$ cat config.mk
export PLATFORM = sky130hd
export DESIGN_NAME = tug_of_war_referee_flat
export DESIGN_NICKNAME = d
export VERILOG_FILES = /design/src/rtl/tug_of_war_referee_if.sv /design/src/rtl/tug_of_war_referee.sv /design/src/flat_wrapper.sv
export SDC_FILE = /design/constraint.sdc
export NUM_CORES = 1
export LEC_CHECK = 0
export BUFFER_PORTS_ARGS = -buffer_cell sky130_fd_sc_hd__buf_4
export CORE_MARGIN = 8
export CORE_UTILIZATION = 40
export DETAILED_ROUTE_END_ITERATION = 12
export GPL_TIMING_DRIVEN = 0
export PLACE_DENSITY_LB_ADDON = 0.2
export SKIP_CTS_REPAIR_TIMING = 1
export SLEW_MARGIN = 30
export SYNTH_ARGS = -nofsm -noshare
export SYNTH_HDL_FRONTEND = slang
export SYNTH_SLANG_ARGS = --single-unit
export TNS_END_PERCENT = 5
$ cat constraint.sdc
create_clock -name Clock -period 1.9 [get_ports Clock]
set_clock_uncertainty 0.2 [all_clocks]
set_input_delay 0.38 -clock Clock [delete_from_list [all_inputs] [get_ports Clock]]
set_output_delay 0.38 -clock Clock [all_outputs]
set_load 0.05 [all_outputs]
$ cat src/rtl/tug_of_war_referee_if.sv
// Key, light and score signals between the tug-of-war referee and its surroundings.
// The referee takes the slave side; the key/playfield side takes the master side.
interface tug_of_war_referee_if #(
  parameter int N_LIGHTS = 9,
  parameter int SCORE_W  = 3
);
  logic                keyL;
  logic                keyR;
  logic                restart;
  logic [N_LIGHTS-1:0] lights;
  logic                L;
  logic                R;
  logic                fieldReset;
  logic [SCORE_W-1:0]  leftScore;
  logic [SCORE_W-1:0]  rightScore;
  logic [1:0]          winner;
  logic                gameOver;

  modport master (
    output keyL, keyR, restart, lights,
    input  L, R, fieldReset, leftScore, rightScore, winner, gameOver
  );

  modport slave (
    input  keyL, keyR, restart, lights,
    output L, R, fieldReset, leftScore, rightScore, winner, gameOver
  );
endinterface

$ cat src/rtl/tug_of_war_referee.sv
// Tug-of-war match controller: conditions the keys into move pulses, scores points,
// clears the playfield between points and declares the match winner.
module tug_of_war_referee #(
  parameter int N_LIGHTS   = 9,
  parameter int WIN_SCORE  = 7,
  parameter int SCORE_W    = 3,
  parameter int CLR_CYCLES = 4
) (
  input logic                  Clock,
  input logic                  Reset,
  tug_of_war_referee_if.slave  bus
);
  localparam int                 CNT_W    = $clog2(CLR_CYCLES + 1);
  localparam logic [CNT_W-1:0]   CNT_LAST = CNT_W'(CLR_CYCLES - 1);
  localparam logic [SCORE_W-1:0] WIN_S    = SCORE_W'(WIN_SCORE);

  typedef enum logic [1:0] {CLEAR, PLAY, OVER} state_t;

  state_t             state;
  logic [CNT_W-1:0]   cnt;
  logic               syncL_p0, syncL_p1, syncL_p2;
  logic               syncR_p0, syncR_p1, syncR_p2;
  logic               riseL, riseR;
  logic               L_q, R_q;
  logic               leftPt, rightPt;
  logic [SCORE_W-1:0] leftScore_q, rightScore_q;
  logic [1:0]         winner_q;
  logic               unused_lights;

  function automatic logic [SCORE_W-1:0] sat_inc(input logic [SCORE_W-1:0] s);
    return (s >= WIN_S) ? WIN_S : s + 1'b1;
  endfunction

  assign riseL   = syncL_p1 & ~syncL_p2;
  assign riseR   = syncR_p1 & ~syncR_p2;
  // Points are judged on the pulse cycle against the lights before the move lands.
  assign leftPt  = L_q & ~R_q & bus.lights[N_LIGHTS-1];
  assign rightPt = R_q & ~L_q & bus.lights[0];

  assign unused_lights = ^bus.lights[N_LIGHTS-2:1];

  always_ff @(posedge Clock) begin
    if (!Reset) begin
      state        <= CLEAR;
      cnt          <= '0;
      syncL_p0     <= 1'b0;
      syncL_p1     <= 1'b0;
      syncL_p2     <= 1'b0;
      syncR_p0     <= 1'b0;
      syncR_p1     <= 1'b0;
      syncR_p2     <= 1'b0;
      L_q          <= 1'b0;
      R_q          <= 1'b0;
      leftScore_q  <= '0;
      rightScore_q <= '0;
      winner_q     <= 2'b00;
    end else begin
      // stage p0/p1: synchroniser, p2: history for edge detection
      syncL_p0 <= bus.keyL;
      syncL_p1 <= syncL_p0;
      syncL_p2 <= syncL_p1;
      syncR_p0 <= bus.keyR;
      syncR_p1 <= syncR_p0;
      syncR_p2 <= syncR_p1;
      L_q      <= 1'b0;
      R_q      <= 1'b0;
      case (state)
        CLEAR: begin
          if (cnt == CNT_LAST) begin
            cnt   <= '0;
            state <= PLAY;
          end else begin
            cnt <= cnt + 1'b1;
          end
        end
        PLAY: begin
          if (leftPt) begin
            leftScore_q <= sat_inc(leftScore_q);
            cnt         <= '0;
            if (sat_inc(leftScore_q) == WIN_S) begin
              state    <= OVER;
              winner_q <= 2'b10;
            end else begin
              state <= CLEAR;
            end
          end else if (rightPt) begin
            rightScore_q <= sat_inc(rightScore_q);
            cnt          <= '0;
            if (sat_inc(rightScore_q) == WIN_S) begin
              state    <= OVER;
              winner_q <= 2'b01;
            end else begin
              state <= CLEAR;
            end
          end else begin
            // Pulses only leave while the field stays in play.
            L_q <= riseL;
            R_q <= riseR;
          end
        end
        OVER: begin
          if (bus.restart) begin
            leftScore_q  <= '0;
            rightScore_q <= '0;
            winner_q     <= 2'b00;
            cnt          <= '0;
            state        <= CLEAR;
          end
        end
        default: begin
          cnt   <= '0;
          state <= CLEAR;
        end
      endcase
    end
  end

  assign bus.L          = L_q;
  assign bus.R          = R_q;
  assign bus.fieldReset = ~Reset | (state == CLEAR) | (state == OVER);
  assign bus.leftScore  = leftScore_q;
  assign bus.rightScore = rightScore_q;
  assign bus.winner     = winner_q;
  assign bus.gameOver   = (state == OVER);
endmodule
$ cat src/flat_wrapper.sv
// flat-port wrapper written by rule: the top's interface ports become plain ports
module tug_of_war_referee_flat 
#(
  parameter int N_LIGHTS   = 9,
  parameter int WIN_SCORE  = 7,
  parameter int SCORE_W    = 3,
  parameter int CLR_CYCLES = 4
)
  (Clock, Reset, bus_keyL, bus_keyR, bus_restart, bus_lights, bus_L, bus_R, bus_fieldReset, bus_leftScore, bus_rightScore, bus_winner, bus_gameOver);
  tug_of_war_referee_if #(.N_LIGHTS(N_LIGHTS), .SCORE_W(SCORE_W)) bus_i ();
  input logic Clock;
  input logic Reset;
  input wire logic [$bits(bus_i.keyL)-1:0] bus_keyL;
  input wire logic [$bits(bus_i.keyR)-1:0] bus_keyR;
  input wire logic [$bits(bus_i.restart)-1:0] bus_restart;
  input wire logic [$bits(bus_i.lights)-1:0] bus_lights;
  output wire logic [$bits(bus_i.L)-1:0] bus_L;
  output wire logic [$bits(bus_i.R)-1:0] bus_R;
  output wire logic [$bits(bus_i.fieldReset)-1:0] bus_fieldReset;
  output wire logic [$bits(bus_i.leftScore)-1:0] bus_leftScore;
  output wire logic [$bits(bus_i.rightScore)-1:0] bus_rightScore;
  output wire logic [$bits(bus_i.winner)-1:0] bus_winner;
  output wire logic [$bits(bus_i.gameOver)-1:0] bus_gameOver;
  assign bus_i.keyL = bus_keyL;
  assign bus_i.keyR = bus_keyR;
  assign bus_i.restart = bus_restart;
  assign bus_i.lights = bus_lights;
  assign bus_L = bus_i.L;
  assign bus_R = bus_i.R;
  assign bus_fieldReset = bus_i.fieldReset;
  assign bus_leftScore = bus_i.leftScore;
  assign bus_rightScore = bus_i.rightScore;
  assign bus_winner = bus_i.winner;
  assign bus_gameOver = bus_i.gameOver;
  tug_of_war_referee #(.N_LIGHTS(N_LIGHTS), .WIN_SCORE(WIN_SCORE), .SCORE_W(SCORE_W), .CLR_CYCLES(CLR_CYCLES)) u_core (.Clock(Clock), .Reset(Reset), .bus(bus_i));
endmodule
== After elaboration in Yosys (flattened, before gate mapping) ==
Cells that the tools add are included.
Widths: inputs -> output; s select.

* Output and inout bits: 12
* Word-level logic and storage cells: 77
* Bits in registers: 21

* Bitwise gates (word level): 14
* Order comparisons: 2
* Reductions and logical operators: 8
* Add/sub/neg operators: 3
* Eq/ne operators: 13
* Mux-type cells: 24

{| class="wikitable"
|+ Operators with widths
! kind !! count
|-
| $mux 3 || 9
|-
| $mux 2 || 10
|-
| $pmux 3 s2 || 2
|-
| $add 3x1->3 const B || 3
|-
| $pmux 3 s3 || 1
|-
| $and 1x1->1 || 6
|-
| $eq 3x3->1 const B || 2
|-
| $ge 3x3->1 const B || 2
|-
| $ne 2x1->1 const B || 3
|-
| $ne 3x1->1 const B || 2
|-
| $not 1->1 || 6
|-
| $pmux 2 s3 || 1
|-
| $reduce_and 3->1 || 2
|-
| $reduce_and 5->1 || 1
|-
| $ne 2x2->1 const B || 2
|-
| $pmux 2 s2 || 1
|-
| $reduce_and 4->1 || 1
|-
| $reduce_or 4->1 || 1
|-
| $eq 3x2->1 const B || 1
|-
| $ne 3x3->1 const B || 1
|-
| $eq 2x1->1 const B || 1
|-
| $eq 2x2->1 const B || 1
|-
| $logic_not 2->1 || 1
|-
| $or 1x1->1 || 2
|-
| other kinds (2) || 2
|}

== Longest topological paths before layout ==
Gate-level depths: netlist of run 1.

* Depth after elaboration: 7
* Mapped depth: 6
* Mapped depth without buffers: 6

== Worst setup path after synthesis of run 1 ==
OpenSTA, ideal clock, no wires.

* Path kind: reg2out
* Start: reg u_core.state[0]
* End: out bus_fieldReset
* Data arrival time: 1.612 ns
* Buffers on the path: 1
* Required time: 1.320 ns
* Stages on the path, launching flop included: 5
* Slack: -0.292 ns
* Cell sequence: dfxtp_1 > inv_1 > ha_1 > clkbuf_1 > or3_1

{| class="wikitable"
|+ RTL lines
! what !! line !! source
|-
| start: declaration || tug_of_war_referee.sv:19 || <nowiki>state_t state;</nowiki>
|-
| start signal: assignment || tug_of_war_referee.sv:44 || <nowiki>state <= CLEAR;</nowiki>
|-
| start signal: assignment || tug_of_war_referee.sv:71 || <nowiki>state <= PLAY;</nowiki>
|-
| start signal: assignment || tug_of_war_referee.sv:81 || <nowiki>state <= OVER;</nowiki>
|-
| $eq 2x2->1 || n/a ||
|-
| named net bus_gameOver || flat_wrapper.sv:23 || <nowiki>output wire logic [$bits(bus_i.gameOver)-1:0] bus_gameOver;</nowiki>
|-
| $or 1x1->1 || tug_of_war_referee.sv:120 || <nowiki>assign bus.fieldReset = ~Reset | (state == CLEAR) | (state == OVER);</nowiki>
|-
| end: declaration || flat_wrapper.sv:19 || <nowiki>output wire logic [$bits(bus_i.fieldReset)-1:0] bus_fieldReset;</nowiki>
|}

The timed path passes the listed nets, and every way through them passes these cells.

== Worst setup path after layout of run 1 ==
* Start: reg u_core.state[0]
* End: out bus_fieldReset

* Cells in the longest elaborated chain, start to end: 3

{| class="wikitable"
|+ RTL lines
! what !! line
|-
| $logic_not 2->1 || tug_of_war_referee.sv:120
|-
| $or 1x1->1 || tug_of_war_referee.sv:120
|-
| $or 1x1->1 (*) || tug_of_war_referee.sv:120
|}

Mark *: on every way between the ends. The rest lies on a longest branch, timed or not.

==> results.toml, run 1 <==
[status]
status = "complete, but fails checks"
violations = "negative setup slack"

[synth]
async_flop_share_pct = 0
syn-num-nets = 133
synth_cells = 111
yosys.area.top_type_share_pct = 38.9
ys_types = 29
yosys-top-cells-count = "21 x dfxtp_1, 9 x a21oi_1, 9 x inv_1, 9 x nor2_1, 8 x ha_1"
synth_edf_count = 0
post-synth-top-count-cell = "dfxtp_1"
seq_area_frac_synth_pct = 38.9
synth_xor_area_share_pct = 0
synth_flop_cell = "dfxtp_1"
yosysTopAreaCell = "dfxtp_1"
ys_ff_latch = 21
muxShareOfSynthArea_pct = 6.49
yosys.area_share.simple_pct = 21.4
syn_avg_cell_area_sq_um = 9.73
synth_top_family_by_area = "simple AND/OR/NAND/NOR gates"
ys_warn_count = 0
synth_area_leaders = "dfxtp_1 39%, ha_1 9.3%, mux2i_1 6.5%"
synthAdderAreaFrac_pct = 9.27
synth_area_sq_mm = 0.00108
synth_compound_area_share_pct = 19.7

[cells_and_area]
stdcell_area_sq_mm = 0.00137
fin_nets = 159
layout-drive-gt1-share_pct = 33.8
layout.cells.non_filler = 167
area_growth_pct = 26.9
antenna_cells = 0

[worst_setup_path]
critPathLaunchType = "register"
cp_data_arrival_time_ps = 1500
ff2ff_setup_slack_ps = 40
end_kind = "output pin"
path_max_fanout = 5
critPathRequiredTime_ps = 1320
crit_type = "reg -> out"
ff2ff_path_depth = 6
timing.rr.end = "u_core.bus.winner[1]$_SDFFE_PN0P_"
r2r-start = "u_core.bus.leftScore[0]$_SDFFE_PN0P_"

[placement]
numPortBuffers = 18
place_ws_ps = -166
hpwlAfterDp_microns = 1760
place_inst = 160
gp_congestion = 0.750
place_area_sq_mm = 0.00126

[timing]
setup_ws_ps = -183
report.final.hold_viol_count = 0
rsz0062_at_grt = "yes"
finalSetupViolCount = 1
fin_crit_sh_pct = 110
relSlewSlack_pct = 66.9
clock.fmax_mhz = 480
period_minus_slack_ps = 2080
report.final.slew_viol_count = 0
fin_tns_setup_ps = -183
worst_slew_pin_slew_ps = 497

[routing]
wire_per_inst_microns = 13.7
num_vias = 861
dr.pass1.iters = 4
drt_iter0_drc = 25
wl_microns = 2290
drtAntennaViolNets = 0
drc = 0
vias_per_cell = 5.16

[die]
dieArea_sq_mm = 0.00462
io_pins = 26
die_w_microns = 68.0
start_util_pct = 40.6
coreArea_sq_mm = 0.00266
fp.dieH_microns = 68.0
rows = 19

[pwr]
p_per_area_mw_per_mm2 = 794
p_leak_nw = 0.603
power.ir.vdd_worst_mv = 0.515

[min_path]
hold_depth = 2
hold_start = "bus_keyR"
hold_class = "in -> reg"
min_to = "u_core.syncR_p0$_SDFF_PN0_"

[grt]
grt_pass1_wl_microns = 4030
grt_pass1_vias = 884
antenna_found_initial = 0
grt_max_degree = 13
grt_use_total_pct = 11.2
overflow = 0

[clock_network]
cts_tree = "done"
clock-sinks = 21
clockRootBuffer = "clkbuf_4"
clk_path_buf_depth = 2
clkTransAtPathRegs_ps = 120
insertion_delay_ps = 310
numCtsBuffers = 3
h-tree-depth = 1

[run]
cap_violations = 0
## flip-flops by register name, indices dropped and copies added, names as in the netlist, 2 cells and up
name / count
u_core.state: 2
u_core.cnt: 3
u_core.bus.rightScore: 3
u_core.bus.leftScore: 3
u_core.bus.winner: 2
## per-stage QoR
| stage | util (%) | hold slack [ps] | power, mW |
|---|---|---|---|
| 5_1_grt | 51.5 | 65.4 | 1.16 |
| 4_1_cts | 48.5 | 62.7 | 1.09 |
| 3_3_place_gp | 47.5 | 179 | 0.855 |
| 3_5_place_dp | 47.5 | 188 | 0.868 |
| 2_1_floorplan | - | 173 | 0.784 |
| 6_report | 51.5 | 70.4 | 1.09 |
## per-layer routing
metal / global-route usage, % / wire length (microns) / vias to the layer above
li1: - / - / 442
met1: 12.9 / 989 / 403
met2: 18.3 / 1130 / 14
met3: 4.09 / 149 / 2
met4: 4.60 / 21 / 0
met5: 0 / 0 / -
## power by group
group / switching [mW] / internal, mW / leakage, nW
registers: 0.0348 / 0.484 / 0.173
logic: 0.200 / 0.156 / 0.412
clock network: 0.134 / 0.0785 / 0.0177
total: 0.368 / 0.719 / 0.603
## critical path, cell delays in order (launching register included)
cell and delay [ps]:
dfxtp_2 370, inv_2 60, ha_4 160, buf_8 120
or3_4 330, buf_8 160
## kinds of logic (layout without fill, tap and decap cells)
family          Yosys count  in the layout
simple gates             38             38
compound gates           25             25
flops                    21             21
buf+inv                  12             37
fa+ha+maj                 8              8
mux                       7              7
## worst max path at each step
stage                            startpoint              to  depth (start not counted)  slack, ps
3_3_place_gp   u_core.state[0]$_SDFFE_PN0P_  bus_fieldReset                          5       -140
6_report       u_core.state[0]$_SDFFE_PN0P_  bus_fieldReset                          5       -180
5_1_grt        u_core.state[0]$_SDFFE_PN0P_  bus_fieldReset                          5       -230
3_5_place_dp   u_core.state[0]$_SDFFE_PN0P_  bus_fieldReset                          5       -170
2_1_floorplan  u_core.state[0]$_SDFFE_PN0P_  bus_fieldReset                          4        -50
4_1_cts        u_core.state[0]$_SDFFE_PN0P_  bus_fieldReset                          5       -510
## layout make-up
class                   count  area (sq um)
plain buffers               3          22.5
clock buffers               3          22.5
clock inverters             1          5.00
fillers                   262          1290
inverters                   9          33.8
multi-input cells          78           654
flip-flops and latches     21           428
well taps                  31          38.8
repair buffers             21           165
## placed cells by master (no fill, tap or decap)
cell / instances
a211oi_4: 2
a21oi_1: 8
a21oi_2: 1
a31o_4: 1
a31oi_1: 3
a31oi_2: 1
a32o_1: 1
and2_1: 7
and2b_1: 1
and3b_2: 1
buf_4: 20
buf_8: 2
clkbuf_1: 2
clkbuf_4: 3
clkinv_2: 1
dfxtp_1: 17
dfxtp_2: 3
dfxtp_4: 1
ha_1: 6
ha_4: 2
inv_1: 7
inv_2: 2
mux2i_1: 7
nand2_1: 7
nand2b_1: 3
nand3_1: 2
nand3b_1: 2
nand3b_4: 2
nor2_1: 9
nor3_1: 1
nor3b_1: 2
o211a_1: 1
o211ai_1: 2
o21ai_0: 1
o21ai_2: 1
o221a_2: 1
o32ai_1: 1
o41ai_2: 1
or3_4: 1
Power figures use the tool's default switching activity.
==> inputs of run 2 (changes only) <==
- PLACE_DENSITY: unset -> 0.61
- PLACE_DENSITY_LB_ADDON: 0.2 -> unset
==> results.toml, run 2 (synthesized netlist as in run 1, its figures left out) <==
[status]
status = "complete, but fails checks"
violations = "negative setup slack"

[grt]
overflow = 0
grt_use_total_pct = 10.4
antenna_found_initial = 0
grt_max_degree = 13
grt_pass1_wl_microns = 3710
grt_pass1_vias = 849

[pwr]
seq_power_share_pct = 47.3
swShare_pct = 34.1
power.internal_uw = 723
p_per_area_mw_per_mm2 = 803
p_comb_share_pct = 32.9
pwr-share-clk_pct = 19.8
p_leak_nw = 0.601
power.ir.vdd_worst_mv = 0.463
switching_power_uw = 374

[worst_setup_path]
crit_type = "reg -> out"
ff2ff_path_depth = 6
slowest_delay_ps = 370
crit_path_end = "bus_fieldReset"
r2r-start = "u_core.bus.leftScore[0]$_SDFFE_PN0P_"
timing.rr.end = "u_core.bus.winner[1]$_SDFFE_PN0P_"
critPathLaunchType = "register"
ff2ff_setup_slack_ps = 60
crit_path_top_delay_cell = "dfxtp_2"
end_kind = "output pin"
cp_data_arrival_time_ps = 1510
path_max_fanout = 3
critPathRequiredTime_ps = 1320
critPathLaunch = "u_core.state[0]$_SDFFE_PN0P_"
cp_cell_sequence = "inv_2 > ha_4 > buf_6 > or3_4 > buf_8"

[timing]
rsz0062_at_grt = "yes"
relSlewSlack_pct = 65.4
finalSetupViolCount = 1
worst_slew_pin_slew_ps = 518
clock.fmax_mhz = 477
report.final.hold_viol_count = 0
period_minus_slack_ps = 2090
report.final.slew_viol_count = 0
setup_ws_ps = -194
fin_crit_sh_pct = 110
whs_ps = 64.8

[routing]
vias_per_cell = 5.14
drtAntennaViolNets = 0
drt_iter0_drc = 28
wl_microns = 2260
drc = 0
wire_per_inst_microns = 13.5
dr.pass1.iters = 4
num_vias = 858

[clock_network]
clockRootBuffer = "clkbuf_4"
numCtsBuffers = 3
cts_tree = "done"
clkTransAtPathRegs_ps = 120
insertion_delay_ps = 310
clock-sinks = 21
clk_path_buf_depth = 2
h-tree-depth = 1

[run]
cap_violations = 0

[die]
start_util_pct = 40.6
fp.dieH_microns = 68.0
die_w_microns = 68.0
rows = 19
dieArea_sq_mm = 0.00462
io_pins = 26
coreArea_sq_mm = 0.00266

[placement]
numPortBuffers = 18
place_area_sq_mm = 0.00126
hpwlAfterDp_microns = 1670
gp_congestion = 0.763

[cells_and_area]
layout-drive-gt1-share_pct = 33.8
n_fill_cell = 253
layout_commonest_cell = "buf_4"
stdcell_area_sq_mm = 0.00137
final_util_pct = 51.3
antenna_cells = 0
final_cell_mix = "20 x buf_4, 17 x dfxtp_1, 9 x nor2_1"
area_growth_pct = 26.5
fin_nets = 159

[min_path]
hold_class = "in -> reg"
==> run 2: through the flow <==
stage / total power, mW / setup WS, ps / setup TNS (ps) / std cells
floorplan: 0.784 / -45.7 / -45.7 / 111
global placement: 0.853 / -142 / -142 / 160
detailed placement: 0.864 / -186 / -186 / 160
CTS: 1.08 / -545 / -545 / 164
global route: 1.17 / -256 / -271 / 167
finish: 1.10 / -194 / -194 / 167
==> run 2: worst min-delay path by stage <==
| stage | start | endpoint | cells after the start |
|---|---|---|---|
| floorplan | u_core.syncL_p2$_SDFF_PN0_ | u_core.bus.L$_SDFF_PP0_ | 1 |
| detailed placement | u_core.syncR_p2$_SDFF_PN0_ | u_core.bus.R$_SDFF_PP0_ | 1 |
| CTS | bus_keyR | u_core.syncR_p0$_SDFF_PN0_ | 2 |
| finish | bus_keyR | u_core.syncR_p0$_SDFF_PN0_ | 2 |
| global placement | u_core.syncL_p2$_SDFF_PN0_ | u_core.bus.L$_SDFF_PP0_ | 1 |
| global route | bus_keyR | u_core.syncR_p0$_SDFF_PN0_ | 2 |
==> run 2: power groups by stage <==
stage	registers, mW	clock network, mW	logic [mW]
2_1_floorplan	0.570	0	0.214
3_3_place_gp	0.526	0	0.327
3_5_place_dp	0.530	0	0.334
4_1_cts	0.519	0.226	0.336
5_1_grt	0.527	0.250	0.392
6_report	0.519	0.218	0.361
==> run 2: routing by layer <==
metal	up-vias	GRT usage, %	share of wire, %
met2	20	16.3	45
met5	-	0	0
met1	395	12.2	46
li1	439	-	-
met3	4	4.09	7.7
met4	0	4.60	1.5
==> run 2: final cells by class <==
cell class	count	area [sq um]	area share (%)
Multi-Input combinational cell	78	654	47.9
Sequential cell	21	428	31.3
Timing Repair Buffer	21	165	12.1
Tap cell	31	38.8	2.84
Inverter	9	33.8	2.47
Clock buffer	3	22.5	1.65
Buffer	3	18.8	1.37
Clock inverter	1	5.00	0.366
==> run 2: critical path, delay by kind of cell (launching register included) <==
kind                       cells  cell delay (ps)
DFF                            1              370
buffers and inverters          3              340
and+or+nand+nor                1              330
adders and majority gates      1              170
==> inputs of run 3 (changes only) <==
- CORE_UTILIZATION: 40 -> 35
- PLACE_DENSITY: 0.61 -> 0.54
==> results.toml, run 3 (synthesized netlist as in run 1, its figures left out) <==
[die]
coreArea_sq_mm = 0.00300
rows = 20
io_pins = 26
start_util_pct = 36.0
die_w_microns = 71.5
dieArea_sq_mm = 0.00512
fp.dieH_microns = 71.5

[pwr]
finalPower_mw = 1.10
switching_power_uw = 378
p_per_area_mw_per_mm2 = 798
power.internal_uw = 719
pwr-share-clk_pct = 20.0
seq_power_share_pct = 47.9
p_comb_share_pct = 32.1
swShare_pct = 34.5
p_leak_nw = 0.599
power.ir.vdd_worst_mv = 0.310

[placement]
place_inst = 162
gp_congestion = 0.776
place_area_sq_mm = 0.00127
place_ws_ps = -168
numPortBuffers = 18
hpwlAfterDp_microns = 1770

[timing]
report.final.hold_viol_count = 0
setup_ws_ps = -192
worst_slew_pin_slew_ps = 560
fin_crit_sh_pct = 110
whs_ps = 62.7
report.final.slew_viol_count = 0
finalSetupViolCount = 1
rsz0062_at_grt = "yes"
relSlewSlack_pct = 62.7
clock.fmax_mhz = 478
period_minus_slack_ps = 2090
fin_tns_setup_ps = -192

[grt]
grt_pass1_vias = 862
antenna_found_initial = 0
grt_pass1_wl_microns = 3840
grt_use_total_pct = 9.27
overflow = 0
grt_max_degree = 13

[min_path]
min_to = "u_core.syncL_p0$_SDFF_PN0_"
hold_start = "bus_keyL"
hold_class = "in -> reg"
hold_depth = 2

[worst_setup_path]
crit_path_top_delay_cell = "dfxtp_4"
cp_cell_sequence = "inv_4 > ha_4 > buf_6 > or3_4 > buf_8"
cp.buffers_inverters = 3
end_kind = "output pin"
cp_data_arrival_time_ps = 1510
ff2ff_path_depth = 6
critPathLaunchType = "register"
critPathRequiredTime_ps = 1320
r2r-start = "u_core.bus.leftScore[0]$_SDFFE_PN0P_"
ff2ff_setup_slack_ps = 60
cpLargestDelayFamily = "flip-flops"
timing.rr.end = "u_core.bus.winner[1]$_SDFFE_PN0P_"
slowest_delay_ps = 390
path_max_fanout = 3
crit_type = "reg -> out"

[routing]
vias_per_cell = 5.17
num_vias = 868
dr.pass1.iters = 4
wire_per_inst_microns = 14.0
drtAntennaViolNets = 0
wl_microns = 2360
drc = 0
drt_iter0_drc = 32

[clock_network]
insertion_delay_ps = 310
cts_tree = "done"
clkTransAtPathRegs_ps = 130
h-tree-depth = 1
clk_path_buf_depth = 2
clockRootBuffer = "clkbuf_4"
clock-sinks = 21
numCtsBuffers = 3

[status]
status = "complete, but fails checks"
violations = "negative setup slack"

[cells_and_area]
final_cell_mix = "19 x buf_4, 17 x dfxtp_1, 9 x nor2_1"
final_util_pct = 45.8
n_fill_cell = 299
multiInputGateArea_sq_um = 663
antenna_cells = 0
seq_area_sq_um = 430
fin_nets = 158
layout-drive-gt1-share_pct = 33.3
stdcell_area_sq_mm = 0.00138
layout_commonest_cell = "buf_4"
layout.cells.non_filler = 168
area_growth_pct = 27.3

[run]
cap_violations = 0
## run 3: cell type report
class,count,area share (%)
clock inverter,1,0.364
tap,33,3.00
timing repair buffer,20,11.5
clock buffer,3,1.64
inverter,9,2.64
multi-input combinational,78,48.2
buffer,3,1.36
sequential,21,31.3
## run 3: layer usage
metal | global-route usage, % | up-vias | routed length, microns
li1 | - | 442 | -
met1 | 10.4 | 404 | 1050
met2 | 15.5 | 18 | 1120
met3 | 3.07 | 4 | 159
met4 | 4.08 | 0 | 31
met5 | 0 | - | 0
## run 3: how the worst max path moves through the flow
| stage | startpoint | to | slack, ps | depth (start not counted) |
|---|---|---|---|---|
| global route | u_core.state[0]$_SDFFE_PN0P_ | bus_fieldReset | -240 | 5 |
| finish | u_core.state[0]$_SDFFE_PN0P_ | bus_fieldReset | -190 | 5 |
| detailed placement | u_core.state[0]$_SDFFE_PN0P_ | bus_fieldReset | -170 | 5 |
| CTS | u_core.state[0]$_SDFFE_PN0P_ | bus_fieldReset | -530 | 5 |
| global placement | u_core.state[0]$_SDFFE_PN0P_ | bus_fieldReset | -170 | 5 |
| floorplan | u_core.state[0]$_SDFFE_PN0P_ | bus_fieldReset | -50 | 4 |
## run 3: power groups by stage
stage	combinational [mW]	clock, mW	sequential [mW]
finish	0.352	0.220	0.525
global route	0.388	0.249	0.533
CTS	0.338	0.234	0.519
detailed placement	0.337	0	0.530
global placement	0.329	0	0.527
floorplan	0.214	0	0.570
